===== src/rtl/ex_mul_unit_pkg.sv =====
// Shared definitions for the EX-stage iterative multiplier and the decode-side
// hazard logic that stalls for its fixed latency.
package ex_mul_unit_pkg;

    localparam int DEFAULT_XLEN       = 32;
    // The hazard unit stalls for this many cycles; the multiplier latency uses the same value.
    localparam int DEFAULT_MUL_STALLS = 4;

    localparam logic [1:0] MUL_OP_MUL    = 2'b00;
    localparam logic [1:0] MUL_OP_MULH   = 2'b01;
    localparam logic [1:0] MUL_OP_MULHSU = 2'b10;
    localparam logic [1:0] MUL_OP_MULHU  = 2'b11;

    localparam logic [1:0] MUL_IDLE = 2'd0;
    localparam logic [1:0] MUL_RUN  = 2'd1;
    localparam logic [1:0] MUL_DONE = 2'd2;

    function automatic logic op_a_signed(input logic [1:0] op);
        return (op == MUL_OP_MULH) || (op == MUL_OP_MULHSU);
    endfunction

    function automatic logic op_b_signed(input logic [1:0] op);
        return op == MUL_OP_MULH;
    endfunction

endpackage


===== src/rtl/ex_mul_unit_if.sv =====
// Request/response bundle between the EX stage and the iterative multiplier.
interface ex_mul_unit_if #(
    parameter int XLEN = 32
);
    logic            EX_mul;
    logic [1:0]      mul_op;
    logic [XLEN-1:0] EX_ra_val;
    logic [XLEN-1:0] EX_rb_val;
    logic            flush;
    logic            mul_busy;
    logic            mul_done;
    logic [XLEN-1:0] mul_result;

    modport master (
        output EX_mul, mul_op, EX_ra_val, EX_rb_val, flush,
        input  mul_busy, mul_done, mul_result
    );

    modport slave (
        input  EX_mul, mul_op, EX_ra_val, EX_rb_val, flush,
        output mul_busy, mul_done, mul_result
    );
endinterface


===== src/rtl/ex_mul_unit_mul_step.sv =====
// One radix-2^CHUNK step: XLEN x CHUNK partial product, shifted into place
// and added to the 2*XLEN unsigned accumulator.
module mul_step #(
    parameter int XLEN  = 32,
    parameter int CHUNK = 8,
    parameter int CW    = 2
) (
    input  logic [XLEN-1:0]   mcand,
    input  logic [CHUNK-1:0]  mplier_chunk,
    input  logic [CW-1:0]     step,
    input  logic [2*XLEN-1:0] acc_in,
    output logic [2*XLEN-1:0] acc_out
);
    logic [2*XLEN-1:0] pp;
    logic [31:0]       shamt;

    always_comb begin
        pp      = {{XLEN{1'b0}}, mcand} * {{(2*XLEN-CHUNK){1'b0}}, mplier_chunk};
        shamt   = 32'(step) * 32'(CHUNK);
        acc_out = acc_in + (pp << shamt);
    end
endmodule


===== src/rtl/ex_mul_unit.sv =====
// Fixed-latency iterative multiplier (MUL/MULH/MULHSU/MULHU) executing in EX.
// Works on magnitudes and applies the product sign once at the end.
module ex_mul_unit
    import ex_mul_unit_pkg::*;
#(
    parameter int XLEN       = DEFAULT_XLEN,
    parameter int MUL_STALLS = DEFAULT_MUL_STALLS
) (
    input  logic          clk,
    input  logic          rst,
    ex_mul_unit_if.slave  bus
);
    localparam int CHUNK = XLEN / MUL_STALLS;
    localparam int CW    = (MUL_STALLS > 1) ? $clog2(MUL_STALLS) : 1;

    logic [1:0]        state;
    logic [CW-1:0]     step_cnt;
    logic [2*XLEN-1:0] acc;
    logic [XLEN-1:0]   mcand;
    logic [XLEN-1:0]   mplier;
    logic              neg;
    logic [1:0]        op;

    logic              sign_a, sign_b, last_step;
    logic [XLEN-1:0]   mag_a, mag_b;
    logic [XLEN-1:0]   step_mcand;
    logic [CHUNK-1:0]  step_chunk;
    logic [CW-1:0]     step_idx;
    logic [2*XLEN-1:0] step_acc, step_out, prod;

    // The start cycle feeds the step unit straight from the operand ports,
    // so step 0 retires on the same edge that leaves IDLE.
    always_comb begin
        sign_a     = op_a_signed(bus.mul_op) && bus.EX_ra_val[XLEN-1];
        sign_b     = op_b_signed(bus.mul_op) && bus.EX_rb_val[XLEN-1];
        mag_a      = sign_a ? -bus.EX_ra_val : bus.EX_ra_val;
        mag_b      = sign_b ? -bus.EX_rb_val : bus.EX_rb_val;
        last_step  = step_cnt == CW'(MUL_STALLS - 1);
        step_mcand = (state == MUL_IDLE) ? mag_a : mcand;
        step_chunk = (state == MUL_IDLE) ? mag_b[CHUNK-1:0] : mplier[CHUNK-1:0];
        step_idx   = (state == MUL_IDLE) ? '0 : step_cnt;
        step_acc   = (state == MUL_IDLE) ? '0 : acc;
    end

    mul_step #(
        .XLEN  (XLEN),
        .CHUNK (CHUNK),
        .CW    (CW)
    ) u_mul_step (
        .mcand        (step_mcand),
        .mplier_chunk (step_chunk),
        .step         (step_idx),
        .acc_in       (step_acc),
        .acc_out      (step_out)
    );

    // NOTE: state registers use non-blocking assignments so every flop samples
    // pre-edge values; blocking here would chain updates within one edge.
    always_ff @(posedge clk or negedge rst) begin
        if (!rst) begin
            state    <= MUL_IDLE;
            step_cnt <= '0;
            acc      <= '0;
            mcand    <= '0;
            mplier   <= '0;
            neg      <= 1'b0;
            op       <= MUL_OP_MUL;
        end else if (bus.flush) begin
            state    <= MUL_IDLE;
            step_cnt <= '0;
        end else begin
            case (state)
                MUL_IDLE: if (bus.EX_mul) begin
                    mcand    <= mag_a;
                    mplier   <= mag_b >> CHUNK;
                    acc      <= step_out;
                    neg      <= sign_a ^ sign_b;
                    op       <= bus.mul_op;
                    step_cnt <= CW'(1);
                    state    <= (MUL_STALLS == 1) ? MUL_DONE : MUL_RUN;
                end
                MUL_RUN: begin
                    acc    <= step_out;
                    mplier <= mplier >> CHUNK;
                    if (last_step) begin
                        state    <= MUL_DONE;
                        step_cnt <= '0;
                    end else begin
                        step_cnt <= step_cnt + 1'b1;
                    end
                end
                MUL_DONE: state <= MUL_IDLE;
                default:  state <= MUL_IDLE;
            endcase
        end
    end

    // NOTE: each output gets a default before the conditional override so no latch is inferred.
    always_comb begin
        prod           = neg ? -acc : acc;
        bus.mul_busy   = state != MUL_IDLE;
        bus.mul_done   = state == MUL_DONE;
        bus.mul_result = '0;
        if (state == MUL_DONE)
            bus.mul_result = (op == MUL_OP_MUL) ? prod[XLEN-1:0] : prod[2*XLEN-1:XLEN];
    end
endmodule


===== src/flat_wrapper.sv =====
// flat-port wrapper written by rule: the top's interface ports become plain ports
module ex_mul_unit_flat import ex_mul_unit_pkg::*;
#(
    parameter int XLEN       = DEFAULT_XLEN,
    parameter int MUL_STALLS = DEFAULT_MUL_STALLS
)
  (clk, rst, bus_EX_mul, bus_mul_op, bus_EX_ra_val, bus_EX_rb_val, bus_flush, bus_mul_busy, bus_mul_done, bus_mul_result);
  ex_mul_unit_if #(.XLEN(XLEN)) bus_i ();
  input  logic clk;
  input  logic rst;
  input wire logic [$bits(bus_i.EX_mul)-1:0] bus_EX_mul;
  input wire logic [$bits(bus_i.mul_op)-1:0] bus_mul_op;
  input wire logic [$bits(bus_i.EX_ra_val)-1:0] bus_EX_ra_val;
  input wire logic [$bits(bus_i.EX_rb_val)-1:0] bus_EX_rb_val;
  input wire logic [$bits(bus_i.flush)-1:0] bus_flush;
  output wire logic [$bits(bus_i.mul_busy)-1:0] bus_mul_busy;
  output wire logic [$bits(bus_i.mul_done)-1:0] bus_mul_done;
  output wire logic [$bits(bus_i.mul_result)-1:0] bus_mul_result;
  assign bus_i.EX_mul = bus_EX_mul;
  assign bus_i.mul_op = bus_mul_op;
  assign bus_i.EX_ra_val = bus_EX_ra_val;
  assign bus_i.EX_rb_val = bus_EX_rb_val;
  assign bus_i.flush = bus_flush;
  assign bus_mul_busy = bus_i.mul_busy;
  assign bus_mul_done = bus_i.mul_done;
  assign bus_mul_result = bus_i.mul_result;
  ex_mul_unit #(.XLEN(XLEN), .MUL_STALLS(MUL_STALLS)) u_core (.clk(clk), .rst(rst), .bus(bus_i));
endmodule

===== config.mk =====
export PLATFORM = sky130hd
export DESIGN_NAME = ex_mul_unit_flat
export DESIGN_NICKNAME = d
export VERILOG_FILES = /design/src/rtl/ex_mul_unit_pkg.sv /design/src/rtl/ex_mul_unit_if.sv /design/src/rtl/ex_mul_unit_mul_step.sv /design/src/rtl/ex_mul_unit.sv /design/src/flat_wrapper.sv
export SDC_FILE = /design/constraint.sdc
export NUM_CORES = 1
export LEC_CHECK = 0
export CAP_MARGIN = 20
export CORE_MARGIN = 2
export CORE_UTILIZATION = 50
export CTS_BUF_LIST = sky130_fd_sc_hd__clkbuf_4 sky130_fd_sc_hd__clkbuf_8 sky130_fd_sc_hd__clkbuf_16
export DETAILED_ROUTE_END_ITERATION = 7
export GPL_TIMING_DRIVEN = 0
export PLACE_DENSITY = 0.71
export SYNTH_ARGS = -nofsm -noshare
export SYNTH_HDL_FRONTEND = slang
export SYNTH_SLANG_ARGS = --single-unit

===== constraint.sdc =====
create_clock -name clk -period 8 [get_ports clk]
set_input_delay 2.4 -clock clk [delete_from_list [all_inputs] [get_ports clk]]
set_output_delay 2.4 -clock clk [all_outputs]
set_load 0.02 [all_outputs]

### Word-level counts from Yosys, hierarchy flattened

Index checks and enable logic that the tools add are counted.

* flip-flop bits (word level): 135
* input port bits: 70

* add/subtract/negate cells: 5
* multiply operators: 1
* equal/unequal tests: 8
* shifts and indexed selects: 1
* mux-type cells: 20
* bitwise gates (word level): 2
* reduce and logical (&&, ||, !) cells: 12

Operator list (count)
* 32-bit 2-to-1 mux: 6
* 64-bit 2-to-1 mux: 3
* 64-bit case mux with 2 select lines: 1
* 64-bit adder: 1
* 32-bit negation: 2
* 64-bit negation: 1
* 32-bit case mux with 2 select lines: 1
* 40-bit by 5-bit left shift with 64-bit output: 1
* 32-bit by 8-bit multiplier with 40-bit output: 1
* 2-bit 2-to-1 mux: 6
* 8-bit 2-to-1 mux: 1
* 2-bit case mux with 2 select lines: 2
* 2-bit equality test, second input constant: 3
* 3-bit AND reduction: 2
* 2-bit by 1-bit equality test with 1-bit output, second input constant: 2
* 2-bit zero test: 2
* 2-bit AND reduction: 2
* 2-bit nonzero test: 2
* 3-bit by 2-bit != test with 1-bit output, second input constant: 1
* 3-bit != test, second input constant: 1
* 3-bit nonzero test: 1
* 2-bit by 1-bit adder with 2-bit output, second input constant: 1
* 1-bit logical AND: 2
* 2-bit != test, second input constant: 1
* other kinds (3): 3

### Logic depth before layout (Yosys ltp)

Gate-level depths: netlist of run 1.

* word-level depth: 10
* depth in mapped cells: 43
* mapped depth without buffers: 42

### By module

Synthesis of run 1 repeated with hierarchy kept, for this count alone.

* cells, all modules: 2944
* area, all modules: 22121.2 um2

Modules (own cells, without submodules)
* mul_step: times used 1, cells each 1696, area each 12961.2 um2, sequential area each 0.0 um2
* ex_mul_unit: times used 1, cells each 1248, area each 9160.0 um2, sequential area each 3178.0 um2

### Worst setup path after synthesis of run 1

Ideal clock, no wire load.

* path kind: input-to-reg
* from: input port bus_EX_rb_val[3]
* to: register u_core.acc[63]
* setup time: 0.087 ns
* arrival: 11.153 ns
* data required time: 7.913 ns
* path slack: -3.240 ns
* cell stages on the path: 38
* cells stage by stage: or4_1 > or4_1 > nand2_1 > xor2_1 > nor2_1 > a21oi_1 > clkbuf_1 > nor2_1 > fa_1 > fa_1 > fa_1 > inv_1 > fa_1 > inv_1 > ha_1 > nand4_1 > nor2_1 > nand2_1 > (+2 left out) > o21a_1 > a2111oi_0 > nor2_1 > a2111o_1 > a21boi_0 > mux2i_1 > ha_1 > and3_1 > clkbuf_1 > and3_1 > nand2b_1 > nand3_1 > a22o_1 > o211ai_1 > a211oi_1 > or4_1 > o211a_1 > o211ai_1

* cells in the longest elaborated chain, start to end: 8

Ends and longest elaborated chain
* start, declared: line flat_wrapper.sv:14 `input wire logic [$bits(bus_i.EX_rb_val)-1:0] bus_EX_rb_val;`
* 32-bit negation: line ex_mul_unit.sv:37 `mag_b = sign_b ? -bus.EX_rb_val : bus.EX_rb_val;`
* 32-bit 2-to-1 mux *: line ex_mul_unit.sv:37
* 8-bit 2-to-1 mux *: line ex_mul_unit.sv:40 `step_chunk = (state == MUL_IDLE) ? mag_b[CHUNK-1:0] : mplier[CHUNK-1:0];`
* 32-bit by 8-bit multiplier with 40-bit output *: line ex_mul_unit_mul_step.sv:18 `pp = {{XLEN{1'b0}}, mcand} * {{(2*XLEN-CHUNK){1'b0}}, mplier_chunk};`
* 40-bit by 5-bit left shift with 64-bit output *: line ex_mul_unit_mul_step.sv:20 `acc_out = acc_in + (pp << shamt);`
* 64-bit adder *: line ex_mul_unit_mul_step.sv:20
* 64-bit 2-to-1 mux: line ex_mul_unit.sv:73 `MUL_IDLE: if (bus.EX_mul) begin`
* 64-bit case mux with 2 select lines *: line ex_mul_unit.sv:72 `case (state)`
* end signal, assigned: line ex_mul_unit.sv:76 `acc <= step_out;`
* end signal, assigned: line ex_mul_unit.sv:83 `acc <= step_out;`
* end, declared: line ex_mul_unit.sv:18 `logic [2*XLEN-1:0] acc;`

Mark *: on every way between the ends. The rest lies on a longest branch, timed or not. The select of a mux whose other input is x is not followed.
A chain may end at the register's enable or synchronous reset.

### Worst setup path in the final report of run 1

* from: input port bus_EX_ra_val[12]
* to: register u_core.acc[63]

* cells in the longest elaborated chain, start to end: 8

Ends and longest elaborated chain
* start, declared: line flat_wrapper.sv:13 `input wire logic [$bits(bus_i.EX_ra_val)-1:0] bus_EX_ra_val;`
* 32-bit negation: line ex_mul_unit.sv:36 `mag_a = sign_a ? -bus.EX_ra_val : bus.EX_ra_val;`
* 32-bit 2-to-1 mux *: line ex_mul_unit.sv:36
* 32-bit 2-to-1 mux *: line ex_mul_unit.sv:39 `step_mcand = (state == MUL_IDLE) ? mag_a : mcand;`
* 32-bit by 8-bit multiplier with 40-bit output *: line ex_mul_unit_mul_step.sv:18
* 40-bit by 5-bit left shift with 64-bit output *: line ex_mul_unit_mul_step.sv:20
* 64-bit adder *: line ex_mul_unit_mul_step.sv:20
* 64-bit 2-to-1 mux: line ex_mul_unit.sv:73
* 64-bit case mux with 2 select lines *: line ex_mul_unit.sv:72

Marked as above.

==> results_dict.tcl, run 1 <==
set metrics [dict create \
    run_status "finished with violations" \
    violations "setup timing" \
    stdcell_count 3667 \
    final_area_mm2 0.0289 \
    synth-simple-area-share_pct 22.4 \
    max_freq_ghz 0.0901 \
    cts_tree "done" \
    setup_viol 57 \
    synth_top_family_by_area "adder cells" \
    post_synth_num_cell_types 72 \
    drv_slew 0 \
    synth.avg_cell_area_um2 7.57 \
    clock_skew_ps 10.7 \
    hold_viol 0 \
    rsz0062_at_grt "yes" \
    hold_path.class "reg2reg" \
    synth_fa_ha_area_share_pct 25.5 \
    synth_area_mm2 0.0205 \
    grt_max_degree 96 \
    clk_path_buf_depth 2 \
    critical-path-max-stage-delay_ps 530 \
    worstMarginPinSlew_ps 979 \
    coreArea_mm2 0.0406 \
    max_cap_viol_count 0 \
    crit_fanout 7 \
    initial_core_util_pct 50.4 \
    die_y_um 206 \
    drive_gt1_share_pct 28.9 \
    gp_congestion 0.960 \
    synth_edf_count 0 \
    hpwl_um 56600 \
    postPlaceCellArea_mm2 0.0231 \
    ys_async_sr_fraction_pct 100 \
    layout_setup_ws_ps -3100 \
    io_buffers 103 \
    fin_nets 3500 \
    fin_crit_sh_pct 139 \
    totalWireLength_um 80700 \
    row_count 74 \
    synthMuxAreaShare_pct 0.885 \
    postRouteAntennaNets 0 \
    postCtsHoldBufs 0 \
    place_inst 3345 \
    synth_compound_area_share_pct 20.5 \
    syn_nets 3087 \
    grt_pass1_wl_um 118000 \
    ys.flop_type "dfrtp_1" \
    first_pass_iters 6 \
    crit_type "in2reg" \
    holdWs_ps 480 \
    insertion_delay_ps 460 \
    dp_slack_ps -4860 \
    antenna_found_initial 2 \
    clk_pin_slew_worst_paths_ps 60 \
    cp_common_cell "buf_4" \
    seq_area_frac_synth_pct 15.5 \
    start_kind "primary input" \
    cp.required_ps 8370 \
    drcViolationCount 0 \
    io_pins 104 \
    track_usage_pct 35.9 \
    dieArea_mm2 0.0426 \
    synth_xor_area_share_pct 8.76 \
    vias 22600 \
    period_needed_ps 11100 \
    viasPerCell 6.16 \
    arrival_ps 11470 \
    syn_to_final_growth_pct 40.8 \
    chipWidth_um 206 \
    syn_inst 2708 \
    wl_per_cell_um 22.0 \
    cts_made_buffers 17 \
    crit_path_end_kind "flip-flop" \
    initialDrtViolationCount 2283 \
    grt_pass1_vias 21800 \
    ys_warn_count 0 \
    cts_sinks 127 \
    clockRootBuffer "clkbuf_16" \
    ys_ff_latch 127 \
    crit_slowest_cell "fa_1" \
    maxSlewHeadroom_pct 34.5 \
    htreeDepth 4 \
    grt-ovfl-total 0 \
]
[final cells by class]
cell class                 count  area [µm²]
tap                          532         666
clock buffer                  19         447
multi-input combinational   2228       19100
buffer                       126         821
clock inverter                13         211
timing repair buffer         398        3600
fill                        2960       11800
antenna                        1        2.50
inverter                     223         840
sequential                   127        3180
[per-stage QoR]
| stage | TNS, ps | util (%) |
|---|---|---|
| final | -130510 | 71.0 |
| after global routing | -141980 | 71.0 |
| after CTS | -116720 | 66.8 |
| after detailed placement | -224750 | 56.9 |
| after global placement | -290870 | 56.8 |
| after floorplan | -90990 | - |
[synth_stat cells, types with 3 or more instances]
master     count  area share [%]
nor3b_1        4            0.15
a2111oi_0      4            0.17
o31ai_1       37             1.4
a21o_1        49             1.8
o21a_1        16            0.59
a21boi_0       3            0.11
o311ai_0       4            0.17
dfrtp_1      127              16
o21ai_0      228             5.6
a22o_1         3            0.13
mux2i_1       17            0.83
nand3_1       36            0.88
o22ai_1        9            0.27
a31oi_1       17            0.52
or3_1         23            0.70
a21oi_1      197             4.8
a211o_1        3            0.13
clkbuf_1     116             2.1
nor4_1         7            0.21
xor2_1        95             4.1
or4_1         14            0.51
nand2_1      267             4.9
and3_1        14            0.43
inv_1        223             4.1
o31a_1         5            0.21
nor2_1       417             7.6
nand2b_1      29            0.89
ha_1         128             7.8
a22oi_1        4            0.15
o41ai_1       16            0.68
fa_1         181              18
or2_2         50             1.5
o21bai_1      13            0.48
nor3_1        30            0.73
a211oi_1      38             1.4
nor2b_1       21            0.64
and2_1        68             2.1
o211ai_1       8            0.29
nand4_1       15            0.46
a31o_2         4            0.17
buf_1         13            0.24
xnor2_1      110             4.7
[flip-flops by register name, summed over array words and instances (netlist names)]
register	cells
u_core.acc	64
u_core.op	2
u_core.mplier	24
u_core.step_cnt	2
u_core.state	2
u_core.neg	1
u_core.mcand	32
[cells in the final DEF (no fill, tap or decap), drive strengths merged, types with 14 or more instances in the layout]
master | synthesis | final
buf | 14 | 321
nand3 | 36 | 36
o41ai | 16 | 16
clkbuf | 116 | 134
nand2b | 29 | 29
or2 | 50 | 50
fa | 181 | 181
nor2 | 417 | 417
xor2 | 95 | 95
o21ai | 230 | 230
o31ai | 40 | 40
nor2b | 21 | 21
clkdlybuf4s50 | 0 | 76
o21a | 16 | 16
a21oi | 197 | 197
inv | 223 | 224
ha | 128 | 128
and2 | 68 | 68
a31oi | 17 | 17
a211oi | 38 | 38
or4 | 16 | 16
nor3 | 31 | 31
mux2i | 17 | 17
dfrtp | 127 | 127
nand4 | 15 | 15
or3 | 24 | 24
and3 | 14 | 14
xnor2 | 110 | 110
a21o | 49 | 49
nand2 | 267 | 267
[layer usage]
| metal | routed length (µm) | track usage [%] | up-vias |
|---|---|---|---|
| li1 | - | - | 9970 |
| met2 | 37100 | 57.2 | 1301 |
| met1 | 32000 | 48.0 | 11000 |
| met4 | 3670 | 12.8 | 0 |
| met5 | 0 | 0 | - |
| met3 | 7960 | 7.87 | 309 |
[timing repair]
| item | 4_1_cts | 5_1_grt |
|---|---|---|
| resized for setup | 447 | 252 |
| pin swaps | 171 | 173 |
| buffers inserted | 193 | 97 |
| cloned | 2 | 1 |
| setup endpoints to repair | 59 | 59 |
[cells by family (layout without fill, tap and decap cells)]
logic type,Yosys count,in the layout
AND/OR/NAND/NOR,1009,1009
XOR/XNOR,205,205
adder cells (fa/ha/maj),309,309
multiplexers,18,18
AO/OA/AOI/OAI,687,687
buffers and inverters,353,779
other,0,1
flip-flops,127,127
[path summary, 6_finish.rpt]
| check | start | end | slack [ps] | cells after the start |
|---|---|---|---|---|
| max | bus_EX_ra_val[12] | u_core.acc[63] | -3100 | 44 |
| min | u_core.mcand[31] | u_core.mcand[31] | 480 | 2 |
| max reg2reg | u_core.state[0] | u_core.acc[61] | -2180 | 41 |
| min reg2reg | u_core.mcand[31] | u_core.mcand[31] | 480 | 2 |
| max in group asynchronous | rst | u_core.acc[11] | 5320 | 2 |
| min in group asynchronous | rst | u_core.mcand[20] | 1830 | 1 |
[critical path, delay by kind of cell]
kind                     cells  cell delay, ps
AO/OA/AOI/OAI               15            2880
XOR/XNOR                     2             510
adder cells (fa/ha/maj)      6            2540
buffers and inverters        9            1010
AND/OR/NAND/NOR             12            2100
Power of run 1 is left out: the tool's default activity adds up to more than one toggle a clock period on the data nets, which glitch-free logic cannot reach.
==> inputs of run 2 (changes only) <==
PLACE_DENSITY = unset   (was 0.71)
PLACE_DENSITY_LB_ADDON = 0.3   (was unset)
SLEW_MARGIN = 20   (was unset)
==> run 2 against run 1 <==
Effect of this change:
- the flow still finishes with violations (setup timing)
- routed wire length shrank 2.2%
- clock skew up 7.1 ps
- core utilization shrank 2.1 points
- cell count decreased by 1.8%
- worst hold slack gained 8.9 ps
- sequential cell count did not move
- die area did not move
- maximum frequency about the same
- worst setup slack gained 2.8 ps
- highest routed layer is now met5
==> results_dict.tcl, run 2 (same netlist as run 1, synthesis figures left out) <==
set metrics [dict create \
    run_status "finished with violations" \
    violations "setup timing" \
    initialDrtViolationCount 2279 \
    clk_pin_slew_worst_paths_ps 70 \
    crit_fanout 8 \
    dieArea_mm2 0.0426 \
    grt_pass1_wl_um 118000 \
    clock_skew_ps 17.8 \
    initial_core_util_pct 50.4 \
    worstMarginPinSlew_ps 1200 \
    chipWidth_um 206 \
    start_kind "primary input" \
    io_buffers 103 \
    timing.rr.end "u_core.acc[63]" \
    r2r_setup_slack_ps -2210 \
    postRouteAntennaNets 0 \
    crit_start "bus_EX_ra_val[3]" \
    multi_input_area_mm2 0.0189 \
    rr_startpoint "u_core.state[0]" \
    totalWireLength_um 79000 \
    insertion_delay_ps 460 \
    drv_slew 0 \
    hold_viol 0 \
    arrival_ps 11470 \
    drive_gt1_share_pct 26.2 \
    antenna_cells 0 \
    top_regs "u_core.acc (64), u_core.mcand (32), u_core.mplier (24)" \
    crit_type "in2reg" \
    track_usage_pct 36.1 \
    coreArea_mm2 0.0406 \
    clk_path_buf_depth 2 \
    gp_congestion 0.982 \
    grt_max_degree 97 \
    crit_path_end_kind "flip-flop" \
    drcViolationCount 0 \
    regArea_mm2 0.00318 \
    grt-ovfl-total 0 \
    vias 22200 \
    setup_viol 57 \
    crit_end "u_core.acc[63]" \
    row_count 74 \
    critical-path-max-stage-delay_ps 540 \
    fin_nets 3435 \
    syn_to_final_growth_pct 36.7 \
    largest_register "u_core.acc" \
    fin_crit_sh_pct 139 \
    largest_register_ffs 64 \
    cp_common_cell "fa_1" \
    reg2reg_depth 40 \
    io_pins 104 \
    htreeDepth 4 \
    layout_setup_ws_ps -3100 \
    cts_tree "done" \
    crit_slowest_cell "fa_1" \
    clockRootBuffer "clkbuf_16" \
    fillers 3096 \
    cts_made_buffers 17 \
    final_common_cell "nor2_1" \
    max_cap_viol_count 0 \
    layout_common_cells "nor2_1, nand2_1, inv_1" \
    rsz0062_at_grt "yes" \
    maxSlewHeadroom_pct 17.5 \
    antenna_found_initial 3 \
    die_y_um 206 \
    cp.required_ps 8380 \
    hold_path.class "reg2reg" \
    max_freq_ghz 0.0901 \
    hpwl_um 57000 \
    period_needed_ps 11100 \
    postCtsHoldBufs 0 \
    wl_per_cell_um 21.9 \
    grt_pass1_vias 21700 \
    cts_sinks 127 \
    holdWs_ps 489 \
    viasPerCell 6.17 \
    first_pass_iters 8 \
]
-- run 2: worst max-delay path, delay by kind of cell --
kind | cells | cell delay [ps]
AOI/OAI and AO/OA | 13 | 2730
xor gates and xnor gates | 2 | 400
adders and majority gates | 6 | 2640
buffers and inverters | 8 | 1310
muxes | 1 | 120
and+or+nand+nor | 11 | 1840
-- run 2: layout make-up --
| cell class | instances | area share [%] |
|---|---|---|
| multi-input cells | 2228 | 67.6 |
| flip-flops and latches | 127 | 11.3 |
| repair buffers | 337 | 10.9 |
| inverters | 223 | 2.99 |
| plain buffers | 122 | 2.59 |
| well taps | 532 | 2.38 |
| clock buffers | 19 | 1.59 |
| clock inverters | 13 | 0.549 |
-- run 2: worst min path at each step --
stage                     slack, ps  cells after the start         startpoint                 to
after floorplan                 440                      2  u_core.mplier[14]  u_core.mplier[14]
after global placement          460                      2    u_core.mcand[9]    u_core.mcand[9]
after detailed placement        470                      2   u_core.mcand[12]   u_core.mcand[12]
after CTS                       490                      2   u_core.mcand[31]   u_core.mcand[31]
after global routing            510                      2   u_core.mplier[1]   u_core.mplier[1]
final                           490                      2  u_core.mplier[15]  u_core.mplier[15]
-- run 2: timing repair --
item | 4_1_cts | 5_1_grt
gates resized for setup | 428 | 187
buffers inserted | 141 | 91
hold endpoints to repair | 0 | 0
gates cloned | 0 | 1
pin swaps | 172 | 129
endpoints found under the setup margin | 59 | 58
-- run 2: metrics by stage --
step	utilization [%]	setup slack (ps)	setup TNS (ps)	cells	area, µm²
4_1_cts	65.5	-2980	-115920	3510	26600
6_report	68.9	-3100	-125990	3601	28000
2_1_floorplan	-	-2390	-90990	2708	21400
3_3_place_gp	56.8	-4710	-283900	3343	23100
5_1_grt	68.9	-3410	-140790	3601	28000
3_5_place_dp	56.9	-4820	-222000	3345	23100
-- run 2: layer usage --
metal | GRT usage, % | part of all wire [%]
met1 | 48.0 | 41
met2 | 57.8 | 46
met5 | 0 | 0.016
met3 | 7.90 | 9.4
met4 | 12.8 | 3.8
Power of run 2 is left out for the same reason.
